`src/rtl/iobuff_sampler_pkg.sv`:
```
// Shared edge-select encodings and helpers for the IO buffer input sampler.
package iobuff_sampler_pkg;

    localparam int unsigned EDGE_SEL_W = 2;

    typedef enum logic [EDGE_SEL_W-1:0] {
        EDGE_NONE = 2'b00,
        EDGE_RISE = 2'b01,
        EDGE_FALL = 2'b10,
        EDGE_BOTH = 2'b11
    } edge_sel_e;

    // True when a transition to new_level is selected for capture.
    function automatic logic edge_match(input logic [EDGE_SEL_W-1:0] sel, input logic new_level);
        logic hit;
        hit = 1'b0;
        case (edge_sel_e'(sel))
            EDGE_RISE: hit = new_level;
            EDGE_FALL: hit = ~new_level;
            EDGE_BOTH: hit = 1'b1;
            default:   hit = 1'b0;
        endcase
        return hit;
    endfunction

endpackage

```
`src/rtl/iobuff_evfifo.sv`:
```
// Synchronous first-word-fall-through event FIFO with registered full/empty/count.
module iobuff_evfifo #(
    parameter int unsigned W  = 17,
    parameter int unsigned AW = 3
) (
    input  logic          clock,
    input  logic          reset,
    input  logic          push,
    input  logic          pop,
    input  logic [W-1:0]  wdata,
    output logic [W-1:0]  rdata,
    output logic          full,
    output logic          empty,
    output logic [AW:0]   count
);

    localparam int unsigned DEPTH = 1 << AW;

    logic [W-1:0]  mem [DEPTH];
    logic [AW-1:0] wr_ptr_q;
    logic [AW-1:0] rd_ptr_q;
    logic [AW:0]   count_q;
    logic [AW:0]   count_nxt;
    logic          full_q;
    logic          empty_q;
    logic          do_push;
    logic          do_pop;

    // A push into a full FIFO is accepted only when the head leaves in the same cycle.
    always_comb begin
        do_pop    = pop & ~empty_q;
        do_push   = push & (~full_q | do_pop);
        count_nxt = count_q + (AW+1)'(do_push) - (AW+1)'(do_pop);
    end

    always_ff @(posedge clock) begin
        if (reset) begin
            wr_ptr_q <= '0;
            rd_ptr_q <= '0;
            count_q  <= '0;
            full_q   <= 1'b0;
            empty_q  <= 1'b1;
        end else begin
            if (do_push) wr_ptr_q <= wr_ptr_q + AW'(1);
            if (do_pop)  rd_ptr_q <= rd_ptr_q + AW'(1);
            count_q <= count_nxt;
            full_q  <= (count_nxt == (AW+1)'(DEPTH));
            empty_q <= (count_nxt == '0);
        end
    end

    always_ff @(posedge clock) begin
        if (do_push) mem[wr_ptr_q] <= wdata;
    end

    assign rdata = mem[rd_ptr_q];
    assign full  = full_q;
    assign empty = empty_q;
    assign count = count_q;

endmodule

```
`src/rtl/iobuff_sampler.sv`:
```
// Pin read-back sampler: synchroniser, glitch filter, edge detect and timestamped event queue.
module iobuff_sampler
    import iobuff_sampler_pkg::*;
#(
    parameter int unsigned SYNC_STAGES = 2,
    parameter int unsigned FILT_W      = 4,
    parameter int unsigned TS_W        = 16,
    parameter int unsigned FIFO_AW     = 3,
    parameter logic        LEVEL_RST   = 1'b1
) (
    input  logic                  clock,
    input  logic                  reset,
    input  logic                  en,
    input  logic                  pin_in,
    input  logic [FILT_W-1:0]     filt_len,
    input  logic [EDGE_SEL_W-1:0] edge_sel,
    output logic                  level,
    output logic                  rise_pulse,
    output logic                  fall_pulse,
    output logic                  ev_valid,
    input  logic                  ev_ready,
    output logic [TS_W:0]         ev_data,
    output logic [FIFO_AW:0]      ev_count,
    output logic                  ev_overflow,
    input  logic                  ov_clr
);

    logic [SYNC_STAGES-1:0] sync_q;
    logic                   s;
    logic                   level_q;
    logic [FILT_W-1:0]      cnt_q;
    logic [TS_W-1:0]        ts_q;
    logic                   rise_q;
    logic                   fall_q;
    logic                   ov_q;
    logic                   diff_c;
    logic                   upd_c;
    logic                   push_c;
    logic                   pop_c;
    logic                   drop_c;
    logic                   fifo_full;
    logic                   fifo_empty;

    assign s = sync_q[SYNC_STAGES-1];

    // Synchroniser runs regardless of en so the filter sees a settled value on re-enable.
    always_ff @(posedge clock) begin
        if (reset) sync_q <= {SYNC_STAGES{LEVEL_RST}};
        else       sync_q <= {sync_q[SYNC_STAGES-2:0], pin_in};
    end

    // cnt >= filt_len is terminal so shrinking filt_len mid-count never stalls the filter.
    always_comb begin
        diff_c = (s != level_q);
        upd_c  = en & diff_c & (cnt_q >= filt_len);
        push_c = upd_c & edge_match(edge_sel, s);
        pop_c  = ev_ready & ~fifo_empty;
        drop_c = push_c & fifo_full & ~pop_c;
    end

    always_ff @(posedge clock) begin
        if (reset) begin
            level_q <= LEVEL_RST;
            cnt_q   <= '0;
            ts_q    <= '0;
            rise_q  <= 1'b0;
            fall_q  <= 1'b0;
            ov_q    <= 1'b0;
        end else begin
            rise_q <= upd_c & s;
            fall_q <= upd_c & ~s;
            if (!en || !diff_c) begin
                cnt_q <= '0;
            end else if (upd_c) begin
                level_q <= s;
                cnt_q   <= '0;
            end else begin
                cnt_q <= cnt_q + FILT_W'(1);
            end
            if (en) ts_q <= ts_q + TS_W'(1);
            if (drop_c)      ov_q <= 1'b1;
            else if (ov_clr) ov_q <= 1'b0;
        end
    end

    iobuff_evfifo #(
        .W  (TS_W + 1),
        .AW (FIFO_AW)
    ) u_evfifo (
        .clock (clock),
        .reset (reset),
        .push  (push_c),
        .pop   (ev_ready),
        .wdata ({s, ts_q}),
        .rdata (ev_data),
        .full  (fifo_full),
        .empty (fifo_empty),
        .count (ev_count)
    );

    assign level       = level_q;
    assign rise_pulse  = rise_q;
    assign fall_pulse  = fall_q;
    assign ev_valid    = ~fifo_empty;
    assign ev_overflow = ov_q;

endmodule

```
`config.mk`:
```
export PLATFORM = sky130hd
export DESIGN_NAME = iobuff_sampler
export DESIGN_NICKNAME = d
export VERILOG_FILES = /design/src/rtl/iobuff_sampler_pkg.sv /design/src/rtl/iobuff_evfifo.sv /design/src/rtl/iobuff_sampler.sv
export SDC_FILE = /design/constraint.sdc
export NUM_CORES = 1
export LEC_CHECK = 0
export ABC_CLOCK_PERIOD_IN_PS = 4500
export CAP_MARGIN = 30
export CORE_ASPECT_RATIO = 1.4
export CORE_MARGIN = 5
export CORE_UTILIZATION = 59
export DETAILED_ROUTE_END_ITERATION = 7
export PLACE_DENSITY = 0.79
export SLEW_MARGIN = 20
export SYNTH_ARGS = -nofsm -noshare
export SYNTH_HDL_FRONTEND = slang
export SYNTH_HIERARCHICAL = 1
export SYNTH_SLANG_ARGS = --single-unit
```
`constraint.sdc`:
```
create_clock -name clock -period 4.5 [get_ports clock]
set_clock_uncertainty 0.1 [all_clocks]
set_input_delay 0.675 -clock clock [delete_from_list [all_inputs] [get_ports clock]]
set_output_delay 0.675 -clock clock [all_outputs]
set_load 0.02 [all_outputs]
```
==> results.py, run 1 <==
metrics = {
    "clocking": {
        "cts_root_buf": "clkbuf_16",
        "cts_tree": "yes",
        "postCtsHoldBufs": 0,
        "postCtsSetupBuffers": 0,
        "clockBufferDepth": 2,
        "clkSinkCount": 177,
        "cts_buffers": 17,
        "clk_latency_ns": 0.41,
        "clk_pin_slew_worst_paths_ns": 0.06,
        "htreeDepth": 4,
        "cts-resized-gates": 0,
    },
    "timing": {
        "relSlewSlack_pct": 45.7,
        "worst_slew_pin_slew_ns": 0.812,
        "max_freq_mhz": 270,
        "hold_violations": 0,
        "finalSetupViolCount": 0,
        "setup_tns_ns": 0,
        "grt_setup_unrepaired": "false",
        "min_period_over_period_pct": 82.3,
        "drv_slew": 0,
        "fin_crit_ns": 3.70,
    },
    "power": {
        "p_leak_uw": 0.00297,
        "peakVddDrop_v": 0.000411,
        "power_density_mw_per_mm2": 469,
    },
    "logic_synthesis": {
        "ys_warn_count": 6,
        "synthFlopType": "edfxtp_1",
        "netlist_instances": 401,
        "synth_nets": 426,
        "synth_cell_types": 45,
        "ys_async_sr_fraction_pct": 0,
        "syn-cell-area_sq_mm": 0.00708,
        "ys_ff_latch": 177,
        "synth_edf_count": 136,
        "avgSynthCellArea_sq_um": 17.7,
        "synth_seq_area_share_pct": 69.3,
    },
    "routing": {
        "routed_wl_um": 12700,
        "drc": 0,
        "drtIter0Drc": 211,
        "vias": 3685,
        "via_per_inst": 5.93,
        "post_drt_wl_per_cell_um": 20.5,
        "ant_nets": 0,
        "dr.pass1.iters": 4,
    },
    "run": {
        "drv_cap": 0,
    },
    "floorplanning": {
        "fp.dieH_um": 140,
        "dieArea_sq_mm": 0.0143,
        "die_w_um": 103,
        "initial_core_util_pct": 59.9,
        "placementRows": 47,
        "core_area_sq_mm": 0.0118,
        "io_pins": 38,
    },
    "finish": {
        "nets": 486,
        "area_growth_pct": 17.0,
        "fin_cells": 621,
        "mostFrequentLayoutCells": "136 x edfxtp_1, 40 x dfxtp_1, 37 x clkdlybuf4s50_1, 35 x nor2_1, 25 x mux4_1",
        "drive_gt1_share_pct": 17.9,
        "layout_commonest_cell": "edfxtp_1",
        "fillers": 719,
        "diodes": 0,
    },
    "setup_path": {
        "crit_path_frequent_cell": "ha_1",
        "path_max_fanout": 4,
        "start_kind": "input pin",
        "cp_cell_sequence": "clkdlybuf4s50_1 -> inv_1 -> ha_1 -> a2111oi_2 -> nor4_1 -> o21ai_1 -> ha_1 -> inv_1 -> ha_1 -> fa_1 -> xor2_1 -> nor3_1 -> nor3b_1",
        "worst_path_max_delay_cell": "nor4_1",
        "cpPeakStageDelay_ns": 0.52,
        "path_class": "in -> reg",
        "worstPathRequired_ns": 4.74,
        "cp_top_family": "adder cells",
        "cp-end-kind": "flop",
        "critPathArrivalTime_ns": 3.94,
        "cp_num_buf_inv": 3,
    },
    "grt": {
        "gr-usage-all-layers_pct": 19.5,
        "grt_max_degree": 35,
        "antenna_found_initial": 0,
        "overflow": 0,
        "grt_pass1_wl_um": 20500,
        "grt_pass1_vias": 3952,
    },
    "placed_design": {
        "hpwl_um": 7910,
        "place_congestion": 0.734,
        "io_buffers": 37,
        "dp_cells": 589,
    },
    "run_status": {
        "status": "finished clean",
    },
    "hold_path": {
        "hp-class": "reg -> reg",
    },
}
[worst register-to-register path, delay by kind of cell, from the launching register on]
kind            cells  cell delay [ns]
xor+xnor            2             0.39
buf+inv             1             0.04
simple gates        4             1.07
compound gates      1             0.27
flops               1             0.59
fa+ha+maj           3             0.94
[Yosys cell counts (2+ instances only)]
cell	count	area share [%]
nand3_1	3	0.21
dfxtp_1	41	12
o21ai_0	3	0.21
a21oi_1	7	0.49
mux4_2	9	2.9
xnor2_1	6	0.74
mux4_1	25	9.3
inv_1	16	0.85
a21o_1	2	0.21
o211ai_1	2	0.21
nor4_1	2	0.18
buf_2	2	0.14
nor3_1	5	0.35
ha_1	12	2.1
clkbuf_1	8	0.42
nor2_1	35	1.9
nand2_1	10	0.53
xor2_1	12	1.5
nor2b_1	6	0.53
or3_1	3	0.27
buf_6	2	0.32
nor3b_1	2	0.21
nand4_1	5	0.44
edfxtp_1	136	58
mux2_2	18	2.9
a31o_2	2	0.25
nand2b_1	3	0.27
or2_2	3	0.27
mux2i_1	5	0.71
[routing by layer]
metal | routed length (um) | part of all wire (%) | track usage, % | up-vias
li1 | - | - | - | 1680
met1 | 4870 | 38 | 23.6 | 1870
met2 | 7000 | 55 | 33.5 | 111
met3 | 573 | 4.5 | 4.31 | 24
met4 | 257 | 2.0 | 7.74 | 0
met5 | 0 | 0 | 0 | -
[cell families (layout without fill, tap and decap cells)]
family          Yosys count  count (layout)  share of synthesized area (%)
simple gates             83              83                           5.92
fa+ha+maj                13              13                           2.40
xor+xnor                 18              18                           2.23
buf+inv                  31             104                           2.33
compound gates           22              22                           2.12
mux                      57              57                           15.7
flops                   177             177                           69.3
[layout make-up]
cell class / count / area (sq um) / area share [%]
Clock inverter: 10 / 139 / 1.68
Tap cell: 147 / 184 / 2.22
Inverter: 16 / 60.1 / 0.725
Multi-Input combinational cell: 193 / 2020 / 24.4
Timing Repair Buffer: 56 / 533 / 6.43
Sequential cell: 177 / 4910 / 59.2
Clock buffer: 22 / 444 / 5.36
[metrics by stage]
step	utilization (%)	setup slack [ns]	hold slack (ns)	area, sq um	total power, uW
CTS	70.1	0.786	0.321	8290	3920
finish	70.1	0.796	0.319	8290	3880
detailed placement	65.2	0.343	0.305	7700	2480
global placement	65.0	0.573	0.295	7690	2460
global route	70.1	0.652	0.330	8290	4040
floorplan	-	0.781	0.289	7080	2290
[final timing paths]
kind | from | endpoint | slack (ns) | cells after the start
setup / recovery | filt_len[1] | u_evfifo/full$_SDFF_PP0_ | 0.80 | 13
hold / removal | sync_q[0]$_SDFF_PP1_ | sync_q[1]$_SDFF_PP1_ | 0.32 | 1
setup reg to reg | sync_q[1]$_SDFF_PP1_ | u_evfifo/full$_SDFF_PP0_ | 1.01 | 11
hold reg to reg | sync_q[0]$_SDFF_PP1_ | sync_q[1]$_SDFF_PP1_ | 0.32 | 1
[flip-flops by register name, indices dropped and copies added (netlist names), named ones only]
| register | cells |
|---|---|
| cnt_q | 4 |
| ev_overflow | 1 |
| fall_pulse | 1 |
| level | 1 |
| rise_pulse | 1 |
| sync_q | 2 |
| ts_q | 16 |
| u_evfifo/count | 4 |
| u_evfifo/empty | 1 |
| u_evfifo/full | 1 |
| u_evfifo/mem | 136 |
| u_evfifo/rd_ptr_q | 3 |
| u_evfifo/wr_ptr_q | 3 |
[report_power, final]
group	switching, uW	total, uW	internal (uW)
sequential	53.2	1830	1770
combinational	279	621	342
clock	563	1440	873
Note: power is estimated with default switching activity, not from simulation.
==> inputs of run 2 (changes only) <==
--- a/config.mk
+++ b/config.mk
@@ -5,7 +5,7 @@
 export SDC_FILE = /design/constraint.sdc
 export NUM_CORES = 1
 export LEC_CHECK = 0
-export ABC_CLOCK_PERIOD_IN_PS = 4500
+export ABC_CLOCK_PERIOD_IN_PS = 3830
 export CAP_MARGIN = 30
 export CORE_ASPECT_RATIO = 1.4
 export CORE_MARGIN = 5
==> constraint.sdc (replaced) <==
create_clock -name clock -period 3.83 [get_ports clock]
set_clock_uncertainty 0.1 [all_clocks]
set_input_delay 0.5745 -clock clock [delete_from_list [all_inputs] [get_ports clock]]
set_output_delay 0.5745 -clock clock [all_outputs]
set_load 0.02 [all_outputs]
==> run 2 against run 1 <==
Compared with the run above: first-iteration DRC count is 12% higher; worst setup slack worse by 0.40 ns; largest power group unchanged; clock power grew 19%; critical path type is now reg -> out; largest cell class unchanged.
==> results.py, run 2 (synthesized netlist as in run 1, its figures left out) <==
metrics = {
    "run_status": {
        "status": "finished clean",
    },
    "finish": {
        "multiInputGateArea_sq_mm": 0.00202,
        "area_growth_pct": 17.7,
        "drive_gt1_share_pct": 19.6,
        "regMostFlops": "u_evfifo/mem",
        "layout_commonest_cell": "edfxtp_1",
        "diodes": 0,
        "regArea_sq_mm": 0.00491,
        "nets": 492,
        "reg.largest.list": "u_evfifo/mem: 136 flops, ts_q: 16 flops",
        "mostFrequentLayoutCells": "136 x edfxtp_1, 40 x dfxtp_1, 37 x clkdlybuf4s50_1, 35 x nor2_1",
        "largest_register_ffs": 136,
        "fillers": 732,
    },
    "power": {
        "p_leak_uw": 0.00300,
        "power_density_mw_per_mm2": 549,
        "peakVddDrop_v": 0.000422,
        "pwr-share-seq_pct": 46.2,
        "switching_share_pct": 23.8,
        "switching_power_uw": 1090,
        "clkPwrFrac_pct": 37.5,
        "internal_power_uw": 3490,
        "power.share.combinational_pct": 16.3,
    },
    "routing": {
        "post_drt_wl_per_cell_um": 20.5,
        "vias": 3702,
        "routed_wl_um": 12900,
        "drc": 0,
        "dr.pass1.iters": 4,
        "drtIter0Drc": 237,
        "via_per_inst": 5.90,
        "ant_nets": 0,
    },
    "timing": {
        "grt_setup_unrepaired": "false",
        "fin_crit_ns": 3.43,
        "setup_tns_ns": 0,
        "max_freq_mhz": 292,
        "relSlewSlack_pct": 58.7,
        "finalSetupViolCount": 0,
        "worst_slew_pin_slew_ns": 0.618,
        "setup_ws_ns": 0.401,
        "drv_slew": 0,
        "hold_violations": 0,
        "min_period_over_period_pct": 89.5,
    },
    "grt": {
        "grt_max_degree": 35,
        "grt_pass1_vias": 3873,
        "gr-usage-all-layers_pct": 19.3,
        "grt_pass1_wl_um": 20500,
        "antenna_found_initial": 0,
        "overflow": 0,
    },
    "placed_design": {
        "hpwl_um": 8030,
        "io_buffers": 37,
        "dp_slack_ns": 0.0584,
        "place_congestion": 0.734,
    },
    "clocking": {
        "cts_tree": "yes",
        "htreeDepth": 4,
        "postCtsHoldBufs": 0,
        "cts-resized-gates": 0,
        "cts_buffers": 17,
        "clk_pin_slew_worst_paths_ns": 0.06,
        "clockBufferDepth": 2,
        "cts_root_buf": "clkbuf_16",
        "clkSinkCount": 177,
        "clk_latency_ns": 0.41,
        "postCtsSetupBuffers": 0,
    },
    "setup_path": {
        "critPathArrivalTime_ns": 2.75,
        "r2r_setup_slack_ns": 0.68,
        "start_kind": "flop",
        "r2r-start": "sync_q[1]$_SDFF_PP1_",
        "cp_top_family": "buffers and inverters",
        "reg2reg_to": "u_evfifo/full$_SDFF_PP0_",
        "cp_num_buf_inv": 2,
        "worstPathRequired_ns": 3.16,
        "cp-end-kind": "primary output",
        "cp.depth": 4,
        "cp_cell_sequence": "buf_4 -> mux4_1 -> mux2_2 -> clkdlybuf4s50_1",
        "path_class": "reg -> out",
        "ff2ff_path_depth": 11,
        "path_max_fanout": 34,
        "cpPeakStageDelay_ns": 0.70,
        "worst_path_max_delay_cell": "mux4_1",
    },
    "hold_path": {
        "hp-class": "reg -> reg",
        "hold_depth": 1,
        "hold_end": "sync_q[1]$_SDFF_PP1_",
        "hold_start": "sync_q[0]$_SDFF_PP1_",
    },
    "floorplanning": {
        "placementRows": 47,
        "die_w_um": 103,
        "initial_core_util_pct": 59.9,
        "io_pins": 38,
        "core_area_sq_mm": 0.0118,
        "dieArea_sq_mm": 0.0143,
        "fp.dieH_um": 140,
    },
    "run": {
        "drv_cap": 0,
    },
}
## run 2: changes by cell type in the layout (fill, tap and decap cells not counted), sizes merged
| cell | delta |
|---|---|
| clkinvlp | +1 |
| inv | +5 |
| bufinv | -1 |
| clkinv | -2 |
| clkbuf | -3 |
| buf | +6 |
## run 2: through the flow
step	utilization, %	power (uW)	cells	area, sq um	hold slack [ns]
final	70.5	4580	627	8330	0.308
after global routing	70.5	4750	627	8330	0.351
after CTS	70.5	4610	627	8330	0.308
after detailed placement	65.4	2910	595	7730	0.293
after global placement	65.4	2890	595	7730	0.294
after floorplan	-	2690	401	7080	0.289
## run 2: worst max path at each step
stage	from	endpoint	slack [ns]
after floorplan	filt_len[0]	u_evfifo/mem[0][0]$_DFFE_PP_	0.21
after global routing	flop	ev_data[2]	0.32
after detailed placement	filt_len[3]	u_evfifo/full$_SDFF_PP0_	0.06
final	flop	ev_data[2]	0.40
after CTS	flop	ev_data[2]	0.36
after global placement	filt_len[3]	u_evfifo/full$_SDFF_PP0_	0.19
## run 2: layout make-up
class,count,area share (%)
clock buffer,19,5.44
clock inverter,13,1.79
inverter,16,0.721
multi-input combinational,193,24.2
sequential,177,58.9
tap,147,2.21
timing repair buffer,62,6.70
## run 2: routing by layer
metal | GRT usage, % | vias to the layer above | wire [um]
li1 | - | 1697 | -
met1 | 24.0 | 1876 | 4970
met2 | 33.4 | 111 | 7070
met3 | 3.25 | 18 | 573
met4 | 7.39 | 0 | 243
met5 | 0 | - | 0
## run 2: power by group through the flow
stage | Sequential, uW | Clock (uW) | Combinational (uW)
6_report | 2110 | 1710 | 748
3_3_place_gp | 2150 | 0 | 732
5_1_grt | 2120 | 1830 | 806
3_5_place_dp | 2160 | 0 | 757
2_1_floorplan | 2170 | 0 | 521
4_1_cts | 2110 | 1740 | 761
==> inputs of run 3 (changes only) <==
--- a/config.mk
+++ b/config.mk
@@ -11,8 +11,8 @@
 export CORE_MARGIN = 5
 export CORE_UTILIZATION = 59
 export DETAILED_ROUTE_END_ITERATION = 7
+export GPL_TIMING_DRIVEN = 0
 export PLACE_DENSITY = 0.79
-export SLEW_MARGIN = 20
 export SYNTH_ARGS = -nofsm -noshare
 export SYNTH_HDL_FRONTEND = slang
 export SYNTH_HIERARCHICAL = 1
==> run 3 against run 2 <==
Compared with the run above: sequential share of layout area shrank 0.43 points; combinational power up 5.1%; via count hardly changed; critical path depth is 8 higher; final cell count down 0.32%; fmax is 3.1% lower; largest cell class unchanged.
==> results.py, run 3 (synthesized netlist as in run 1, its figures left out) <==
metrics = {
    "run_status": {
        "status": "finished clean",
    },
    "clocking": {
        "clk_latency_ns": 0.42,
        "cts_tree": "yes",
        "clkSinkCount": 177,
        "htreeDepth": 4,
        "postCtsHoldBufs": 0,
        "clockBufferDepth": 2,
        "cts_buffers": 17,
        "cts_root_buf": "clkbuf_16",
        "clk_pin_slew_worst_paths_ns": 0.07,
    },
    "setup_path": {
        "path_max_fanout": 4,
        "crit_path_frequent_cell": "ha_1",
        "cp_top_family": "adder cells",
        "cp_cell_sequence": "clkdlybuf4s50_1 -> ha_1 -> nand2b_1 -> a2111oi_2 -> nor4_2 -> o21ai_1 -> ha_1 -> inv_1 -> ha_1 -> fa_1 -> nor3_1 -> nor3b_1",
        "start_kind": "input pin",
        "worst_path_max_delay_cell": "a2111oi_2",
        "cp_num_buf_inv": 2,
        "critPathArrivalTime_ns": 3.78,
        "worstPathRequired_ns": 4.07,
        "cp-end-kind": "flop",
        "cpPeakStageDelay_ns": 0.58,
        "path_class": "in -> reg",
    },
    "finish": {
        "regMostFlops": "u_evfifo/mem",
        "area_growth_pct": 18.5,
        "layout_commonest_cell": "edfxtp_1",
        "fin_area_sq_mm": 0.00839,
        "fillers": 737,
        "nets": 490,
        "mostFrequentLayoutCells": "136 x edfxtp_1, 41 x dfxtp_1, 36 x clkdlybuf4s50_1, 29 x nor2_1, 25 x mux4_1",
        "diodes": 0,
        "largest_register_ffs": 136,
        "utilization_pct": 71.0,
        "reg.largest.list": "u_evfifo/mem: 136 flops, ts_q: 16 flops",
        "multiInputGateArea_sq_mm": 0.00204,
        "drive_gt1_share_pct": 19.2,
        "regArea_sq_mm": 0.00490,
    },
    "floorplanning": {
        "dieArea_sq_mm": 0.0143,
        "io_pins": 38,
        "initial_core_util_pct": 59.9,
        "fp.dieH_um": 140,
        "core_area_sq_mm": 0.0118,
        "placementRows": 47,
        "die_w_um": 103,
    },
    "hold_path": {
        "hp-class": "reg -> reg",
    },
    "timing": {
        "worst_slew_pin_slew_ns": 0.909,
        "drv_slew": 0,
        "min_period_over_period_pct": 92.4,
        "relSlewSlack_pct": 39.1,
        "fin_crit_ns": 3.54,
        "hold_violations": 0,
        "max_freq_mhz": 283,
        "setup_tns_ns": 0,
        "setup_ws_ns": 0.291,
        "finalSetupViolCount": 0,
        "grt_setup_unrepaired": "false",
    },
    "routing": {
        "post_drt_wl_per_cell_um": 20.8,
        "dr.pass1.iters": 5,
        "via_per_inst": 5.92,
        "drtIter0Drc": 213,
        "vias": 3699,
        "routed_wl_um": 13000,
        "drc": 0,
        "ant_nets": 0,
    },
    "placed_design": {
        "io_buffers": 36,
        "hpwl_um": 8550,
        "place_area_sq_mm": 0.00778,
        "place_congestion": 0.732,
        "dp_slack_ns": -0.341,
    },
    "grt": {
        "grt.met3_usage_pct": 4.76,
        "met2_usage_pct": 33.5,
        "overflow": 0,
        "antenna_found_initial": 0,
        "gr-usage-all-layers_pct": 19.4,
        "grt_pass1_wl_um": 20300,
        "grt_pass1_vias": 3821,
        "grt_busiest_layer": "met2",
        "grt_max_degree": 17,
        "globalRouteMet1Util_pct": 23.6,
    },
    "power": {
        "power_density_mw_per_mm2": 548,
        "peakVddDrop_v": 0.000365,
        "p_leak_uw": 0.00299,
    },
    "run": {
        "drv_cap": 0,
    },
}
==> run 3: timing repair <==
item / 4_1_cts / 5_1_grt
gates resized for setup: 0 / 1
buffers inserted: 0 / 0
setup endpoints to repair: 0 / 1
==> run 3: routing by layer <==
layer  wire length (um)  vias to the layer above
li1                   -                     1695
met1               5200                     1888
met2               7010                       99
met3                553                       17
met4                260                        0
met5                  0                        -
==> run 3: path summary, 6_finish.rpt <==
kind / end / slack [ns] / startpoint / depth (start not counted)
max: u_evfifo/full$_SDFF_PP0_ / 0.29 / filt_len[0] / 12
min: sync_q[1]$_SDFF_PP1_ / 0.31 / sync_q[0]$_SDFF_PP1_ / 1
max reg2reg: u_evfifo/full$_SDFF_PP0_ / 0.45 / cnt_q[0]$_SDFF_PP0_ / 12
min reg2reg: sync_q[1]$_SDFF_PP1_ / 0.31 / sync_q[0]$_SDFF_PP1_ / 1
==> run 3: where the power goes <==
group	internal (uW)	total [uW]	switching (uW)	leakage, uW
logic	420	786	366	0.00109
registers	2080	2110	31.3	0.00160
clock network	988	1700	710	0.000291
total	3490	4600	1110	0.00299
==> run 3: cell type report <==
cell class                 count  area share (%)
clock inverter                14            1.83
clock buffer                  18            5.24
sequential                   177            58.5
tap                          147            2.19
buffer                        15            1.25
multi-input combinational    193            24.3
inverter                      16           0.716
timing repair buffer          45            5.97
==> run 3: metrics by stage <==
stage | hold WS [ns] | total power [uW] | cells
floorplan | 0.289 | 2690 | 401
global placement | 0.296 | 2930 | 584
detailed placement | 0.297 | 2950 | 592
CTS | 0.315 | 4630 | 624
global route | 0.354 | 4780 | 625
finish | 0.314 | 4600 | 625
